`config.mk`:
```
export PLATFORM = sky130hd
export DESIGN_NAME = transmit_engine
export DESIGN_NICKNAME = d
export VERILOG_FILES = /design/src/rtl/transmit_engine.sv
export SDC_FILE = /design/constraint.sdc
export NUM_CORES = 1
export LEC_CHECK = 0
export ABC_AREA = 1
export CAP_MARGIN = 20
export CORE_MARGIN = 2
export CORE_UTILIZATION = 56
export CTS_BUF_LIST = sky130_fd_sc_hd__clkbuf_8
export DETAILED_ROUTE_END_ITERATION = 16
export HOLD_SLACK_MARGIN = 0.02
export PLACE_DENSITY_LB_ADDON = 0.12
export SYNTH_ARGS = -nofsm -noshare
export SYNTH_HDL_FRONTEND = slang
export SYNTH_SLANG_ARGS = --single-unit
```
`constraint.sdc`:
```
create_clock -name clk -period 1.4 [get_ports clk]
set_input_delay 0.14 -clock clk [delete_from_list [all_inputs] [get_ports clk]]
set_output_delay 0.14 -clock clk [all_outputs]
set_load 0.01 [all_outputs]
```
`src/rtl/transmit_engine.sv`:
```
// UART transmitter: frames one byte (start, 7/8 data, optional parity, stop)
// and shifts it out LSB-first at a baud rate chosen from a fixed 100 MHz table.
module transmit_engine (
  input  logic       clk,
  input  logic       rst,
  input  logic       load,
  input  logic [7:0] out_port,
  input  logic       EIGHT,
  input  logic       PEN,
  input  logic       OHEL,
  input  logic [3:0] BAUD,
  output logic       Tx,
  output logic       TxRDY
);

  // state | meaning
  // IDLE  | line high, TxRDY=1, waiting for load
  // SEND  | shifting the 10 bit-time frame out on Tx
  typedef enum logic {IDLE, SEND} state_t;

  state_t      state_q,    state_d;
  logic [18:0] baud_cnt_q, baud_cnt_d;
  logic [18:0] div_q,      div_d;
  logic [3:0]  bit_cnt_q,  bit_cnt_d;
  logic [8:0]  shift_q,    shift_d;
  logic        tx_q,       tx_d;
  logic        txrdy_q,    txrdy_d;

  logic        bit9, bit10;
  logic        p7, p8;

  // Returns clocks-per-bit minus one so the counter compares directly.
  function automatic logic [18:0] div_lookup(input logic [3:0] sel);
    case (sel)
      4'h0:    div_lookup = 19'd333332;
      4'h1:    div_lookup = 19'd166666;
      4'h2:    div_lookup = 19'd83332;
      4'h3:    div_lookup = 19'd41666;
      4'h4:    div_lookup = 19'd20832;
      4'h5:    div_lookup = 19'd10416;
      4'h6:    div_lookup = 19'd5207;
      4'h7:    div_lookup = 19'd2603;
      4'h8:    div_lookup = 19'd1735;
      4'h9:    div_lookup = 19'd867;
      4'hA:    div_lookup = 19'd433;
      4'hB:    div_lookup = 19'd216;
      default: div_lookup = 19'd108;
    endcase
  endfunction

  always_comb begin
    p7 = (^out_port[6:0]) ^ OHEL;
    p8 = (^out_port[7:0]) ^ OHEL;
    case ({EIGHT, PEN})
      2'b00:   begin bit9 = 1'b1;        bit10 = 1'b1; end
      2'b01:   begin bit9 = p7;          bit10 = 1'b1; end
      2'b10:   begin bit9 = out_port[7]; bit10 = 1'b1; end
      default: begin bit9 = out_port[7]; bit10 = p8;   end
    endcase
  end

  always_comb begin
    state_d    = state_q;
    baud_cnt_d = baud_cnt_q;
    div_d      = div_q;
    bit_cnt_d  = bit_cnt_q;
    shift_d    = shift_q;
    tx_d       = tx_q;
    txrdy_d    = txrdy_q;

    case (state_q)
      IDLE: begin
        if (load && txrdy_q) begin
          state_d    = SEND;
          baud_cnt_d = '0;
          bit_cnt_d  = '0;
          div_d      = div_lookup(BAUD);
          // Start bit goes out now; the shifter holds the remaining nine bits.
          shift_d    = {bit10, bit9, out_port[6:0]};
          tx_d       = 1'b0;
          txrdy_d    = 1'b0;
        end
      end
      SEND: begin
        if (baud_cnt_q == div_q) begin
          baud_cnt_d = '0;
          if (bit_cnt_q == 4'd9) begin
            state_d = IDLE;
            tx_d    = 1'b1;
            txrdy_d = 1'b1;
          end else begin
            bit_cnt_d = bit_cnt_q + 4'd1;
            tx_d      = shift_q[0];
            shift_d   = {1'b1, shift_q[8:1]};
          end
        end else begin
          baud_cnt_d = baud_cnt_q + 19'd1;
        end
      end
      default: state_d = IDLE;
    endcase
  end

  always_ff @(posedge clk) begin
    if (rst) begin
      state_q    <= IDLE;
      baud_cnt_q <= '0;
      div_q      <= '0;
      bit_cnt_q  <= '0;
      shift_q    <= '1;
      tx_q       <= 1'b1;
      txrdy_q    <= 1'b1;
    end else begin
      state_q    <= state_d;
      baud_cnt_q <= baud_cnt_d;
      div_q      <= div_d;
      bit_cnt_q  <= bit_cnt_d;
      shift_q    <= shift_d;
      tx_q       <= tx_d;
      txrdy_q    <= txrdy_d;
    end
  end

  assign Tx    = tx_q;
  assign TxRDY = txrdy_q;

endmodule

```
==> flow_summary_export.csv, run 1 <==
group,metric,value,unit
sta,max_freq,0.597,GHz
critical_path,required,1.60,ns
sta,slew_viol_final,0,
sta,tns,-6.94,ns
logic_synthesis,yosysWarnings,0,
finish,multi_input_area,1950,um2
placed_design,dp_hpwl,6.98,mm
logic_synthesis,async_reset_ff_frac,0,
sta,setup_viol,35,
finish,syn_to_final_growth,37.5,%
floorplanning,dieArea,6480,um2
global_route,grt_pass1_wl,15.1,mm
route,ant_nets,0,
power,ir_drop,0.000838,V
cts,cts_sinks,54,
finish,final-seq-area,1110,um2
logic_synthesis,yosysTopAreaCell,"dfxtp_1",
cts,h-tree-depth,2,
global_route,grt_antenna_before_repair,0,
logic_synthesis,synthCells,515,
floorplanning,core,5570,um2
sta,slew_headroom,0.781,
global_route,grt_max_degree,17,
logic_synthesis,netlist_area,3280,um2
finish,final_cell_mix,"nand2_1, buf_4, inv_1",
logic_synthesis,synth_fp_nets,540,
cts,clk_latency,0.31,ns
floorplanning,fp.dieW,80.5,um
cts,root_buffer,"clkbuf_8",
cts,cts_buffers,5,
global_route,first_global_vias,3401,
cts,cts_hold_buf,0,
critical_path,worst_setup_path_end_kind,"flop",
finish,num-nets-final,651,
sta,skew,0.00822,ns
placed_design,place_ws,-0.228,ns
route,drt-total-wl,9.44,mm
floorplanning,io_pins,20,
critical_path,worstPathMaxFanout,6,
logic_synthesis,syn_area_per_cell,6.36,um2
logic_synthesis,synth_edf_count,0,
route,drcViolationCount,0,
placed_design,gp_congestion,0.897,
sta,worstMarginPinSlew,0.326,ns
run_status,outcome,"complete, but fails checks",
route,post_drt_via_cell_ratio,5.31,
run_status,violations,"negative setup slack",
cts,path_clk_slew,0.10,ns
sta,layout_setup_ws,-0.276,ns
critical_path,crit_type,"flop to flop",
global_route,gr-total-overflow,0,
logic_synthesis,synth.top_cells.by_area,"dfxtp_1, nand2_1, inv_1",
logic_synthesis,synth_flop_cell,"dfxtp_1",
finish,diodes,0,
cts,cts_tree,"built",
logic_synthesis,synth_cell_types,33,
sta,finalCriticalPeriod,1.68,ns
global_route,grt_use_total,0.299,
logic_synthesis,ys_seq_area_frac,0.330,
sta,hold_violations,0,
power,powerDensity,1030,nW/um2
logic_synthesis,ys_seq_elements,54,
worst_hold_path,holdCritPathClass,"flop to flop",
finish,num-fill-cells,390,
sta,min_period_over_period,1.20,
power,p_leak,0.00208,uW
power,p_total,4630,uW
run,drv_cap,0,
finish,drive_gt1_frac,0.278,
route,first_iter_violations,276,
route,routed_wire_length_per_instance,13.5,um
sta,rsz0062_at_grt,"true",
route,drt_pre_antenna_iters,5,
cts,cts_max_path_buffers,2,
route,vias,3713,
floorplanning,dieHeight,80.5,um
placed_design,io_buffer_count,19,
logic_synthesis,yosysTopAreaCellShare,0.330,
finish,mostFrequentLayoutCell,"nand2_1",
critical_path,critPathArrivalTime,1.88,ns
floorplanning,initial_core_util,0.588,
critical_path,critPathLaunchType,"flop",
floorplanning,rows,27,
metrics by stage:
stage               utilization  hold WS [ns]  std cells  area (um2)
finish                    0.808         0.486        699        4500
global route              0.808         0.501        699        4500
CTS                       0.792         0.485        695        4410
detailed placement        0.763         0.455        685        4250
global placement          0.763         0.455        685        4250
floorplan                     -         0.325        515        3330
worst max-delay path, cell delays in order (launching register included):
cell and delay [ns]:
dfxtp_1 0.38, inv_1 0.07, nand2_1 0.05, nand2_1 0.05, nor2_1 0.11, nand2_1 0.09, nor2_2 0.16, nand3_2 0.12
nand2_4 0.13, nand2_4 0.10, clkbuf_16 0.17, nand2_1 0.06, nand3_1 0.07
synth_stat cells (6+ instances only):
library cell	n
nand2_1	180
inv_1	56
nor2_1	50
nand3_1	36
clkbuf_1	11
xnor2_1	10
xor2_1	14
ha_1	7
dfxtp_1	54
o21ai_0	22
nand4_1	6
a21oi_1	23
sequential cells by signal, indices dropped and copies added, names as in the netlist:
register    flops
baud_cnt_q     19
div_q          19
shift_q         9
bit_cnt_q       4
Tx              1
TxRDY           1
state_q         1
cells by family after synthesis:
group	count (synthesis)	share of synthesized area
buffers and inverters	79	0.101
AND/OR/NAND/NOR	287	0.366
adder cells (fa/ha/maj)	7	0.0267
XOR/XNOR	24	0.0642
AO/OA/AOI/OAI	64	0.112
flip-flops	54	0.330
repair_timing:
item / in CTS / in global routing
gates resized for setup: 17 / 19
endpoints found under the setup margin: 35 / 38
cloned: 0 / 1
pin swaps: 7 / 8
setup buffers: 2 / 3
routing by layer:
layer / global-route usage / share of wire / vias up
met2: 0.493 / 0.47 / 143
li1: - / - / 1852
met1: 0.404 / 0.44 / 1697
met3: 0.0449 / 0.068 / 21
met4: 0.0847 / 0.020 / 0
met5: 0 / 0 / -
final timing paths:
| kind | endpoint | depth (start not counted) | slack [ns] | startpoint |
|---|---|---|---|---|
| worst max-delay path | shift_q[6]$_SDFFE_PP1P_ | 12 | -0.28 | div_q[10]$_SDFFE_PP0P_ |
| worst max register to register | shift_q[6]$_SDFFE_PP1P_ | 12 | -0.28 | div_q[10]$_SDFFE_PP0P_ |
| worst min register to register | div_q[15]$_SDFFE_PP0P_ | 2 | 0.49 | div_q[15]$_SDFFE_PP0P_ |
| worst min-delay path | div_q[15]$_SDFFE_PP0P_ | 2 | 0.49 | div_q[15]$_SDFFE_PP0P_ |
layout make-up:
cell class,count,share of cell area
Sequential cell,54,0.246
Timing Repair Buffer,123,0.227
Inverter,60,0.0517
Clock inverter,3,0.00833
Clock buffer,5,0.0153
Tap cell,72,0.0200
Multi-Input combinational cell,382,0.432
report_power, final:
part	internal [uW]	switching [uW]
combinational	814	936
clock	522	529
sequential	1700	125
total	3040	1590
Note: power is estimated with default switching activity, not from simulation.
==> run 2: changes to the inputs <==
==> constraint.sdc (replaced) <==
create_clock -name clk -period 1.4 [get_ports clk]
set_input_delay 0.14 -clock clk [delete_from_list [all_inputs] [get_ports clk]]
set_output_delay 0.14 -clock clk [all_outputs]
set_load 0.1 [all_outputs]
==> run 2 against run 1 <==
Effect of this change:
- the run still ends with negative setup slack left
- cell area grew 5.5%
- largest cell class unchanged
- register-to-register slack lost 0.20 ns
- critical path type unchanged
- maximum frequency down 10%
- highest routed layer unchanged
==> flow_summary_export.csv, run 2 (synthesis gave the netlist of run 1 again) <==
group,metric,value,unit
cts,cts_buffers,5,
finish,diodes,0,
placed_design,dp_hpwl,7.36,mm
worst_hold_path,min_path_cells,2,
critical_path,path_cells,"inv_2 -> nand2_1 -> nand2_1 -> nor2_1 -> nand2_2 -> nor2_4 -> nand3_2 -> nand2_4 -> buf_6 -> nor2_1 -> o21a_1",
finish,reg.largest.list,"baud_cnt_q: 19 flops, div_q: 19 flops, shift_q: 9 flops",
route,post_drt_via_cell_ratio,5.90,
cts,cts_sinks,54,
critical_path,r2r_start,"baud_cnt_q[10]$_SDFFE_PP0P_",
critical_path,worstPathMaxFanout,7,
route,drt_pre_antenna_iters,6,
critical_path,path_depth,11,
global_route,grt_pass1_wl,16.7,mm
finish,num-nets-final,660,
floorplanning,rows,27,
route,drcViolationCount,0,
sta,max_freq,0.534,GHz
critical_path,required,1.61,ns
cts,cts_max_path_buffers,2,
power,power.share.combinational,0.417,
sta,min_period_over_period,1.34,
route,ant_nets,0,
cts,h-tree-depth,2,
placed_design,place_ws,-0.271,ns
placed_design,io_buffer_count,19,
sta,layout_setup_ws,-0.472,ns
critical_path,critPathCapture,"baud_cnt_q[6]$_SDFFE_PP0P_",
power,powerDensity,1080,nW/um2
route,drt-total-wl,12.2,mm
sta,hold_violations,0,
cts,cts_hold_buf,0,
sta,slew_headroom,0.762,
critical_path,ff2ff_path_depth,11,
critical_path,startpoint,"baud_cnt_q[10]$_SDFFE_PP0P_",
critical_path,worst_setup_path_end_kind,"flop",
run,drv_cap,0,
sta,rsz0062_at_grt,"true",
power,pwr-share-seq,0.369,
global_route,grt_use_total,0.333,
sta,slew_viol_final,0,
critical_path,critPathArrivalTime,2.08,ns
finish,mostFrequentLayoutCell,"nand2_1",
critical_path,path_buf_inv,2,
run_status,violations,"negative setup slack",
floorplanning,core,5570,um2
power,p_leak,0.00217,uW
sta,skew,0.0256,ns
critical_path,critPathLaunchType,"flop",
sta,worstMarginPinSlew,0.357,ns
floorplanning,io_pins,20,
power,p_sw_frac,0.383,
finish,syn_to_final_growth,45.1,%
worst_hold_path,holdCritPathClass,"flop to flop",
floorplanning,dieArea,6480,um2
cts,cts_tree,"built",
global_route,grt_max_degree,23,
cts,clk_latency,0.33,ns
power,p_int,3150,uW
sta,finalCriticalPeriod,1.87,ns
route,vias,4178,
sta,setup_viol,35,
power,switching_power,1960,uW
critical_path,crit_family,"simple AND/OR/NAND/NOR gates",
finish,final_cell_mix,"nand2_1, buf_4, inv_1",
critical_path,crit_slowest_cell,"dfxtp_4",
sta,hold_slack,0.501,ns
critical_path,cpPeakStageDelay,0.40,ns
cts,root_buffer,"clkbuf_8",
critical_path,crit_type,"flop to flop",
floorplanning,initial_core_util,0.588,
power,ir_drop,0.00114,V
placed_design,gp_congestion,0.926,
route,first_iter_violations,581,
global_route,gr-total-overflow,0,
run_status,outcome,"complete, but fails checks",
floorplanning,fp.dieW,80.5,um
finish,drive_gt1_frac,0.321,
global_route,grt_antenna_before_repair,0,
cts,path_clk_slew,0.12,ns
critical_path,r2r-end,"baud_cnt_q[6]$_SDFFE_PP0P_",
power,clock_power_share,0.214,
critical_path,r2r_setup_slack,-0.47,ns
global_route,first_global_vias,3758,
route,routed_wire_length_per_instance,17.3,um
floorplanning,dieHeight,80.5,um
[run 2: final cells by class]
type                       count  area [um2]
multi-input combinational    382        2090
timing repair buffer         132        1120
sequential                    54        1110
fill                         333         821
inverter                      60         228
tap                           72        90.1
clock buffer                   5        68.8
clock inverter                 3        40.0
[run 2: power by group through the flow]
| stage | logic, uW | clock network (uW) | registers [uW] |
|---|---|---|---|
| CTS | 1870 | 1060 | 1860 |
| floorplan | 946 | 0 | 1930 |
| detailed placement | 1710 | 0 | 1870 |
| global placement | 1660 | 0 | 1860 |
| finish | 2130 | 1090 | 1890 |
| global route | 2270 | 1150 | 1900 |
[run 2: metrics by stage]
step	total power [uW]	instance area, um2	cells	util	TNS, ns
after floorplan	2880	3350	515	-	-0.0433
after detailed placement	3580	4390	694	0.787	-9.61
after CTS	4790	4650	707	0.833	-4.52
final	5110	4750	708	0.853	-11.67
after global routing	5320	4750	708	0.853	-14.43
after global placement	3530	4390	694	0.787	-7.20
[run 2: worst reg2reg max path, cell delays in order, from the launching register on]
cell     delay (ns)
dfxtp_4        0.40
inv_2          0.05
nand2_1        0.05
nand2_1        0.05
nor2_1         0.22
nand2_2        0.10
nor2_4         0.13
nand3_2        0.11
nand2_4        0.17
buf_6          0.14
nor2_1         0.08
o21a_1         0.25
[run 2: worst min path at each step]
stage | startpoint | end | slack, ns
floorplan | BAUD[3] | div_q[13]$_SDFFE_PP0P_ | 0.32
global placement | shift_q[1]$_SDFFE_PP1P_ | shift_q[1]$_SDFFE_PP1P_ | 0.45
detailed placement | shift_q[4]$_SDFFE_PP1P_ | shift_q[4]$_SDFFE_PP1P_ | 0.45
CTS | shift_q[4]$_SDFFE_PP1P_ | shift_q[4]$_SDFFE_PP1P_ | 0.48
global route | shift_q[6]$_SDFFE_PP1P_ | shift_q[6]$_SDFFE_PP1P_ | 0.53
finish | shift_q[6]$_SDFFE_PP1P_ | shift_q[6]$_SDFFE_PP1P_ | 0.50
[run 2: per-layer routing]
| metal | GRT usage | part of all wire |
|---|---|---|
| met2 | 0.557 | 0.46 |
| met3 | 0.0652 | 0.10 |
| met4 | 0.144 | 0.056 |
| met5 | 0 | 0 |
| met1 | 0.414 | 0.38 |
[run 2: repair_timing]
action,CTS,global route
resized for setup,35,28
setup endpoints to repair,35,41
pin swaps,19,9
buffers inserted,5,2
==> run 3: changes to the inputs <==
--- a/config.mk
+++ b/config.mk
@@ -13,6 +13,7 @@
 export DETAILED_ROUTE_END_ITERATION = 16
 export HOLD_SLACK_MARGIN = 0.02
 export PLACE_DENSITY_LB_ADDON = 0.12
+export REMOVE_ABC_BUFFERS = 1
 export SYNTH_ARGS = -nofsm -noshare
 export SYNTH_HDL_FRONTEND = slang
 export SYNTH_SLANG_ARGS = --single-unit
==> run 3 against run 2 <==
Effect of this change:
- the flow still finishes with violations (negative setup slack)
- sequential cell count stayed put
- via count up 5.9%
- register-to-register slack improved by 0.02 ns
- combinational power is 14% higher
- total power up 1.7%
==> flow_summary_export.csv, run 3 (synthesis gave the netlist of run 1 again) <==
group,metric,value,unit
run_status,outcome,"complete, but fails checks",
run_status,violations,"negative setup slack",
critical_path,crit_slowest_cell,"dfxtp_2",
critical_path,cpPeakStageDelay,0.42,ns
sta,tns,-13.12,ns
cts,h-tree-depth,2,
cts,cts_max_path_buffers,2,
cts,cts_sinks,54,
sta,hold_violations,0,
cts,path_clk_slew,0.10,ns
cts,cts_buffers,5,
placed_design,dpl-instance-area,4240,um2
global_route,grt_antenna_before_repair,0,
sta,slew_headroom,0.717,
power,p_int,3100,uW
finish,mostFrequentLayoutCell,"nand2_1",
power,powerDensity,1070,nW/um2
critical_path,path_cells,"inv_2 -> nand2_1 -> nand2_1 -> nor2_1 -> nand2_2 -> nor2_4 -> nand3_2 -> nand2_4 -> clkinvlp_4 -> nand2_1 -> a21oi_1",
finish,num-nets-final,664,
power,ir_drop,0.000670,V
sta,hold_slack,0.490,ns
sta,worstMarginPinSlew,0.420,ns
power,pwr-share-seq,0.357,
critical_path,crit_path_frequent_cell,"nand2_1",
critical_path,crit_type,"flop to flop",
route,routed_wire_length_per_instance,19.5,um
route,drt-total-wl,13.9,mm
floorplanning,dieHeight,80.5,um
placed_design,place_ws,-0.268,ns
global_route,gr-total-overflow,0,
finish,reg.largest.list,"baud_cnt_q: 19 flops, div_q: 19 flops, shift_q: 9 flops",
floorplanning,rows,27,
sta,skew,0.0107,ns
route,ant_nets,0,
placed_design,dp_hpwl,7.12,mm
global_route,grt_max_degree,17,
power,switching_power,2090,uW
floorplanning,initial_core_util,0.588,
finish,syn_to_final_growth,48.7,%
finish,stdcell_area,4870,um2
route,first_iter_violations,619,
critical_path,crit_family,"simple AND/OR/NAND/NOR gates",
floorplanning,dieArea,6480,um2
route,post_drt_via_cell_ratio,6.21,
finish,num-fill-cells,276,
route,drcViolationCount,0,
critical_path,required,1.60,ns
finish,final_cell_mix,"nand2_1, buf_4, inv_1",
cts,cts_hold_buf,0,
critical_path,worst_setup_path_end_kind,"flop",
placed_design,place_inst,686,
cts,cts_tree,"built",
power,power.share.combinational,0.467,
global_route,first_global_vias,3782,
route,drt_pre_antenna_iters,8,
critical_path,path_buf_inv,2,
finish,drive_gt1_frac,0.386,
floorplanning,core,5570,um2
finish,diodes,0,
floorplanning,io_pins,20,
route,vias,4423,
critical_path,critPathArrivalTime,2.05,ns
cts,clk_latency,0.31,ns
placed_design,gp_congestion,0.933,
power,clock_power_share,0.175,
run,drv_cap,0,
power,p_leak,0.00220,uW
finish,final_cells,712,
sta,max_freq,0.541,GHz
power,p_sw_frac,0.403,
sta,layout_setup_ws,-0.449,ns
global_route,grt_use_total,0.352,
sta,slew_viol_final,0,
sta,setup_viol,36,
worst_hold_path,holdCritPathClass,"flop to flop",
floorplanning,fp.dieW,80.5,um
critical_path,critPathLaunchType,"flop",
cts,root_buffer,"clkbuf_8",
sta,finalCriticalPeriod,1.85,ns
sta,min_period_over_period,1.32,
sta,rsz0062_at_grt,"true",
global_route,grt_pass1_wl,17.5,mm
placed_design,io_buffer_count,19,
critical_path,worstPathMaxFanout,7,
-- run 3: changes by cell type in the layout (fill, tap and decap cells not counted), moves of 3 or more --
cell / previous run / this run
nand2_4: 12 / 8
nor2_4: 4 / 7
a21oi_1: 21 / 18
nor2_1: 41 / 33
a21oi_2: 2 / 5
nand2_1: 164 / 149
dfxtp_1: 35 / 28
inv_2: 10 / 17
inv_1: 49 / 41
nand2_2: 5 / 24
nor2_2: 9 / 14
dfxtp_2: 15 / 18
dfxtp_4: 4 / 8
-- run 3: timing repair --
| item | 4_1_cts | 5_1_grt |
|---|---|---|
| gates resized for setup | 51 | 91 |
| setup buffers | 10 | 5 |
| pin swaps | 9 | 24 |
| gates cloned | 3 | 0 |
| setup endpoints to repair | 35 | 45 |
-- run 3: power by group through the flow --
stage / Combinational (uW) / Sequential, uW / Clock (uW)
floorplan: 770 / 1940 / 0
global placement: 1560 / 1830 / 0
detailed placement: 1590 / 1840 / 0
CTS: 1930 / 1810 / 900
global route: 2540 / 1870 / 953
finish: 2430 / 1860 / 912
-- run 3: layout make-up --
cell class | count | area, um2 | area share
clock buffers | 6 | 82.6 | 0.0170
clock inverters | 2 | 8.76 | 0.00180
inverters | 60 | 244 | 0.0501
multi-input cells | 383 | 2160 | 0.444
flip-flops and latches | 54 | 1130 | 0.233
well taps | 72 | 90.1 | 0.0185
repair buffers | 133 | 1130 | 0.231
repair inverters | 2 | 23.8 | 0.00488
-- run 3: layer usage --
metal	vias to the layer above	part of all wire	global-route usage
li1	1880	-	-
met1	2007	0.36	0.434
met2	403	0.46	0.618
met3	133	0.12	0.0517
met4	0	0.069	0.129
met5	-	0	0
-- run 3: final timing paths --
kind / start / endpoint / slack (ns) / cells after the start
hold / removal: shift_q[3]$_SDFFE_PP1P_ / shift_q[3]$_SDFFE_PP1P_ / 0.49 / 2
setup reg to reg: baud_cnt_q[6]$_SDFFE_PP0P_ / baud_cnt_q[15]$_SDFFE_PP0P_ / -0.45 / 11
hold reg to reg: shift_q[3]$_SDFFE_PP1P_ / shift_q[3]$_SDFFE_PP1P_ / 0.49 / 2
setup / recovery: baud_cnt_q[6]$_SDFFE_PP0P_ / baud_cnt_q[15]$_SDFFE_PP0P_ / -0.45 / 11
-- run 3: tightest hold or removal path, delay by kind of cell (launching register included) --
kind / cells / cell delay [ns]
flip-flops: 1 / 0.34
AND/OR/NAND/NOR: 2 / 0.13
-- run 3: through the flow --
stage	utilization	total power, uW
after floorplan	-	2710
after global placement	0.760	3390
after detailed placement	0.760	3430
after CTS	0.819	4640
after global routing	0.874	5360
final	0.874	5200
==> RTL change 1, RTL diff (flow settings as in run 3) <==
Add an input register stage for `BAUD`, cleared by the reset; this delays it by one clock. The other inputs are not delayed to match.
--- a/src/rtl/transmit_engine.sv
+++ b/src/rtl/transmit_engine.sv
@@ -18,4 +18,14 @@
   // SEND  | shifting the 10 bit-time frame out on Tx
   typedef enum logic {IDLE, SEND} state_t;
+
+  logic [3:0] BAUD_q;
+
+  always_ff @(posedge clk) begin
+    if (rst) begin
+      BAUD_q <= '0;
+    end else begin
+      BAUD_q <= BAUD;
+    end
+  end
 
   state_t      state_q,    state_d;
@@ -75,5 +85,5 @@
           baud_cnt_d = '0;
           bit_cnt_d  = '0;
-          div_d      = div_lookup(BAUD);
+          div_d      = div_lookup(BAUD_q);
           // Start bit goes out now; the shifter holds the remaining nine bits.
           shift_d    = {bit10, bit9, out_port[6:0]};
Function: same outputs for any inputs over 10 cycles, from zero or initial values and one cycle with rst high; that may be too few to reach the edited logic, so the function may still have changed.
==> RTL change 1 against run 3 <==
- the run still ends with setup timing left
- worst hold slack worse by 0.17 ns
- synthesized area up 2.4%
- sequential cell count increased by 4
- design area down 2.9%
- clock power is 94% higher
- routed wire length is 24% lower
- worst setup slack better by 0.15 ns
- power rose by 6.1%
==> RTL change 1: results (changes against run 3) <==
| Metric | Value |
|---|---|
| Total CTS buffers | `9 (was 5)` |
| Post-synthesis adder-cell area fraction | `0.02610 (was 0.02674)` |
| First-pass GRT wire length | `16480 µm (was 17540 µm)` |
| Outcome | `finished, violations left (unchanged)` |
| WL final | `10540 µm (was 13900 µm)` |
| VDD IR max | `0.0009787 V (was 0.0006699 V)` |
| Setup Skew | `0.01338 ns (was 0.01074 ns)` |
| LEAKAGE | `2.178 nW (was 2.203 nW)` |
| Placed insts | `693 (was 686)` |
| Routed len/inst | `14.65 µm (was 19.52 µm)` |
| Ranking of synthesized cells by area | `dfxtp_1 35%, nand2_1 20%, inv_1 6.4% (was dfxtp_1 33%, nand2_1 21%, inv_1 6.4%)` |
| Synth Area in Compound Gates | `0.1152 (was 0.1119)` |
| First DRT Iteration DRCs | `402 (was 619)` |
| Gr usage total | `0.3248 (was 0.3517)` |
| Critical Path End | `bit_cnt_q[2]$_SDFFE_PP0P_ (was baud_cnt_q[15]$_SDFFE_PP0P_)` |
| Met1 WL | `4354 µm (was 4987 µm)` |
| Routability cong. | `0.9591 (was 0.9329)` |
| Met2 usage | `0.5246 (was 0.6175)` |
| Synthesized area per cell | `6.344 µm² (was 6.360 µm²)` |
| Layout cells sized above 1 | `0.2919 (was 0.3859)` |
| Total number of vias | `3932 (was 4423)` |
| Detailed Routing Iterations Pass 1 | `5 (was 8)` |
| Final worst slack | `-0.2993 ns (was -0.4493 ns)` |
| Synth Area in XOR/XNOR | `0.04959 (was 0.06417)` |
| Register share of total power | `0.352 (was 0.357)` |
| Reg-to-reg slack, setup | `-0.30 ns (was -0.45 ns)` |
| Min-Delay Endpoint | `BAUD_q[1]$_SDFF_PP0_ (was shift_q[3]$_SDFFE_PP1P_)` |
| Min-delay src | `BAUD[1] (was shift_q[3]$_SDFFE_PP1P_)` |
| M1 GR Usage | `0.4282 (was 0.4337)` |
| Register area share after synthesis | `0.3460 (was 0.3300)` |
| Final setup viols | `35 (was 36)` |
| Comb pwr | `1.81 mW (was 2.43 mW)` |
| Number of global-route vias before repair | `3547 (was 3782)` |
| Sw frac | `0.3435 (was 0.4029)` |
| Crit path arrival time | `1.97 ns (was 2.05 ns)` |
| Critical R2R Capture | `bit_cnt_q[2]$_SDFFE_PP0P_ (was baud_cnt_q[15]$_SDFFE_PP0P_)` |
| Fillers | `389 (was 276)` |
| Clk_lat worst skew | `0.35 ns (was 0.31 ns)` |
| Hold Path Class | `in -> reg (was reg -> reg)` |
| Crit. Startpoint | `div_q[12]$_SDFFE_PP0P_ (was baud_cnt_q[6]$_SDFFE_PP0P_)` |
| Failing checks | `setup timing (unchanged)` |
| Routed met3 length | `936 µm (was 1601 µm)` |
| Dpl hpwl | `6893 µm (was 7118 µm)` |
| H-Tree Depth | `3 (was 2)` |
| Slew HR | `0.7667 (was 0.7171)` |
| Post-synth top cells | `179 x nand2_1, 58 x dfxtp_1, 57 x inv_1 (was 180 x nand2_1, 56 x inv_1, 54 x dfxtp_1)` |
## RTL change 1: cell types whose count changed after synthesis, sizes merged, moves of 2 or more
cell,before,now
inv,60,68
nand3,37,42
xnor2,10,5
dfxtp,54,58
o21ai,22,25
a32o,2,0
clkbuf,12,10
nor3,5,7
o211ai,1,3
## RTL change 1: area by class of cell
cell class,count,area share
Clock buffer,10,0.02909
Clock inverter,6,0.01719
Inverter,69,0.05739
Multi-Input combinational cell,386,0.4197
Sequential cell,58,0.2518
Tap cell,75,0.01984
Timing Repair Buffer,115,0.2050
## RTL change 1: what timing repair did
| action | in CTS | in global routing |
|---|---|---|
| pin swaps | 10 | 10 |
| buffers inserted | 6 | 5 |
| resized for setup | 38 | 32 |
| endpoints found under the setup margin | 36 | 49 |
| hold buffers | 0 | 0 |
| gates cloned | 1 | 0 |
| endpoints found under the hold margin | 0 | 0 |
==> RTL change 2, RTL diff (settings of run 3) <==
Made on the original files. Reset style: asynchronous (`rst`), changed in one clocked block.
--- a/src/rtl/transmit_engine.sv
+++ b/src/rtl/transmit_engine.sv
@@ -102,5 +102,5 @@
   end
 
-  always_ff @(posedge clk) begin
+  always_ff @(posedge clk or posedge rst) begin
     if (rst) begin
       state_q    <= IDLE;
Behaviour: differs if rst is asserted again (counterexample within 4 cycles, from zero or initial values and one cycle with rst high); with rst held inactive, the same outputs for 10 cycles.
==> RTL change 2 against run 3 <==
- the flow still finishes with violations (setup timing)
- design area is 2.6% lower
- die area is 1.7% higher
- sequential cell count stayed put
- critical path depth stayed put
- cell count is 7.4% lower
- worst setup slack better by 0.17 ns
- synthesized area is 1.8% higher
- routed wire length is 33% lower
- count of clock-buffer cells in the layout is 1 lower
- first-iteration DRC count is 52% lower
- non-clock buffer count is 5 lower
- largest cell class unchanged
Power is not compared: it rests on default switching activity, and its combinational part moved more than twofold at a synthesized area within 25%.
==> RTL change 2: results (changes against run 3) <==
| Metric | Value |
|---|---|
| First-pass GRT wire length | `15210 µm (was 17540 µm)` |
| Placed insts | `644 (was 686)` |
| Routed met3 length | `585 µm (was 1601 µm)` |
| Detailed Routing Iterations Pass 1 | `5 (was 8)` |
| WL met2 | `4258 µm (was 6349 µm)` |
| Pin count of the biggest net entering global routing | `55 (was 17)` |
| Fin nets | `608 (was 664)` |
| Gr usage total | `0.3007 (was 0.3517)` |
| Dpl hpwl | `6414 µm (was 7118 µm)` |
| Crit. Startpoint | `baud_cnt_q[8]$_DFFE_PP0P_ (was baud_cnt_q[6]$_SDFFE_PP0P_)` |
| GRT met3 Usage | `0.04333 (was 0.05169)` |
| Met2 usage | `0.4868 (was 0.6175)` |
| Ranking of synthesized cells by area | `dfrtp_1 32%, nand2_1 15%, dfstp_2 8.7% (was dfxtp_1 33%, nand2_1 21%, inv_1 6.4%)` |
| Hold WS | `0.1620 ns (was 0.4903 ns)` |
| Setup WS pre-CTS | `-0.2550 ns (was -0.2683 ns)` |
| Failing checks | `setup timing (unchanged)` |
| Register area share after synthesis | `0.4092 (was 0.3300)` |
| Total number of vias | `3494 (was 4423)` |
| Final setup viols | `54 (was 36)` |
| Hold Path Class | `in -> async (was reg -> reg)` |
| Outcome | `finished, violations left (unchanged)` |
| Synth cell types | `32 (was 33)` |
| Synth async-reset ratio | `1.000 (was 0)` |
| Final worst slack | `-0.2802 ns (was -0.4493 ns)` |
| Worst path slowest cell | `dfrtp_1 (was dfxtp_2)` |
| Layout cells sized above 1 | `0.3219 (was 0.3859)` |
| Met1 WL | `4252 µm (was 4987 µm)` |
| First DRT Iteration DRCs | `299 (was 619)` |
| Least-Margin Pin Slew | `0.2987 ns (was 0.4200 ns)` |
| Synthesized area per cell | `7.315 µm² (was 6.360 µm²)` |
| Setup Skew | `0.01147 ns (was 0.01074 ns)` |
| CP max FO | `3 (was 7)` |
| Setup tns final | `-10.03 ns (was -13.12 ns)` |
==> RTL change 2: repair_timing <==
item / CTS / global route
pin swaps: 11 / 7
gates cloned: 3 / 1
hold buffers: 0 / 0
setup buffers: 2 / 1
setup endpoints to repair: 54 / 54
resized for setup: 26 / 15
==> RTL change 2: cell families after synthesis <==
kind of cell	count (synthesis)	share of synthesized area
flip-flops	54	0.4092
buffers and inverters	78	0.09377
AO/OA/AOI/OAI	74	0.1380
adder cells (fa/ha/maj)	7	0.02626
AND/OR/NAND/NOR	222	0.2776
XOR/XNOR	21	0.05514
==> RTL change 2: layout make-up <==
class	instances	area, µm²
multi-input combinational	326	1809
sequential	54	1369
fill	396	1107
timing repair buffer	128	1106
inverter	68	255.2
tap	75	93.84
clock buffer	5	68.82
clock inverter	3	41.29
==> RTL change 2: worst min-delay path: cells and delay by family <==
family | cells | cell delay [ns]
buffers and inverters | 3 | 0.74
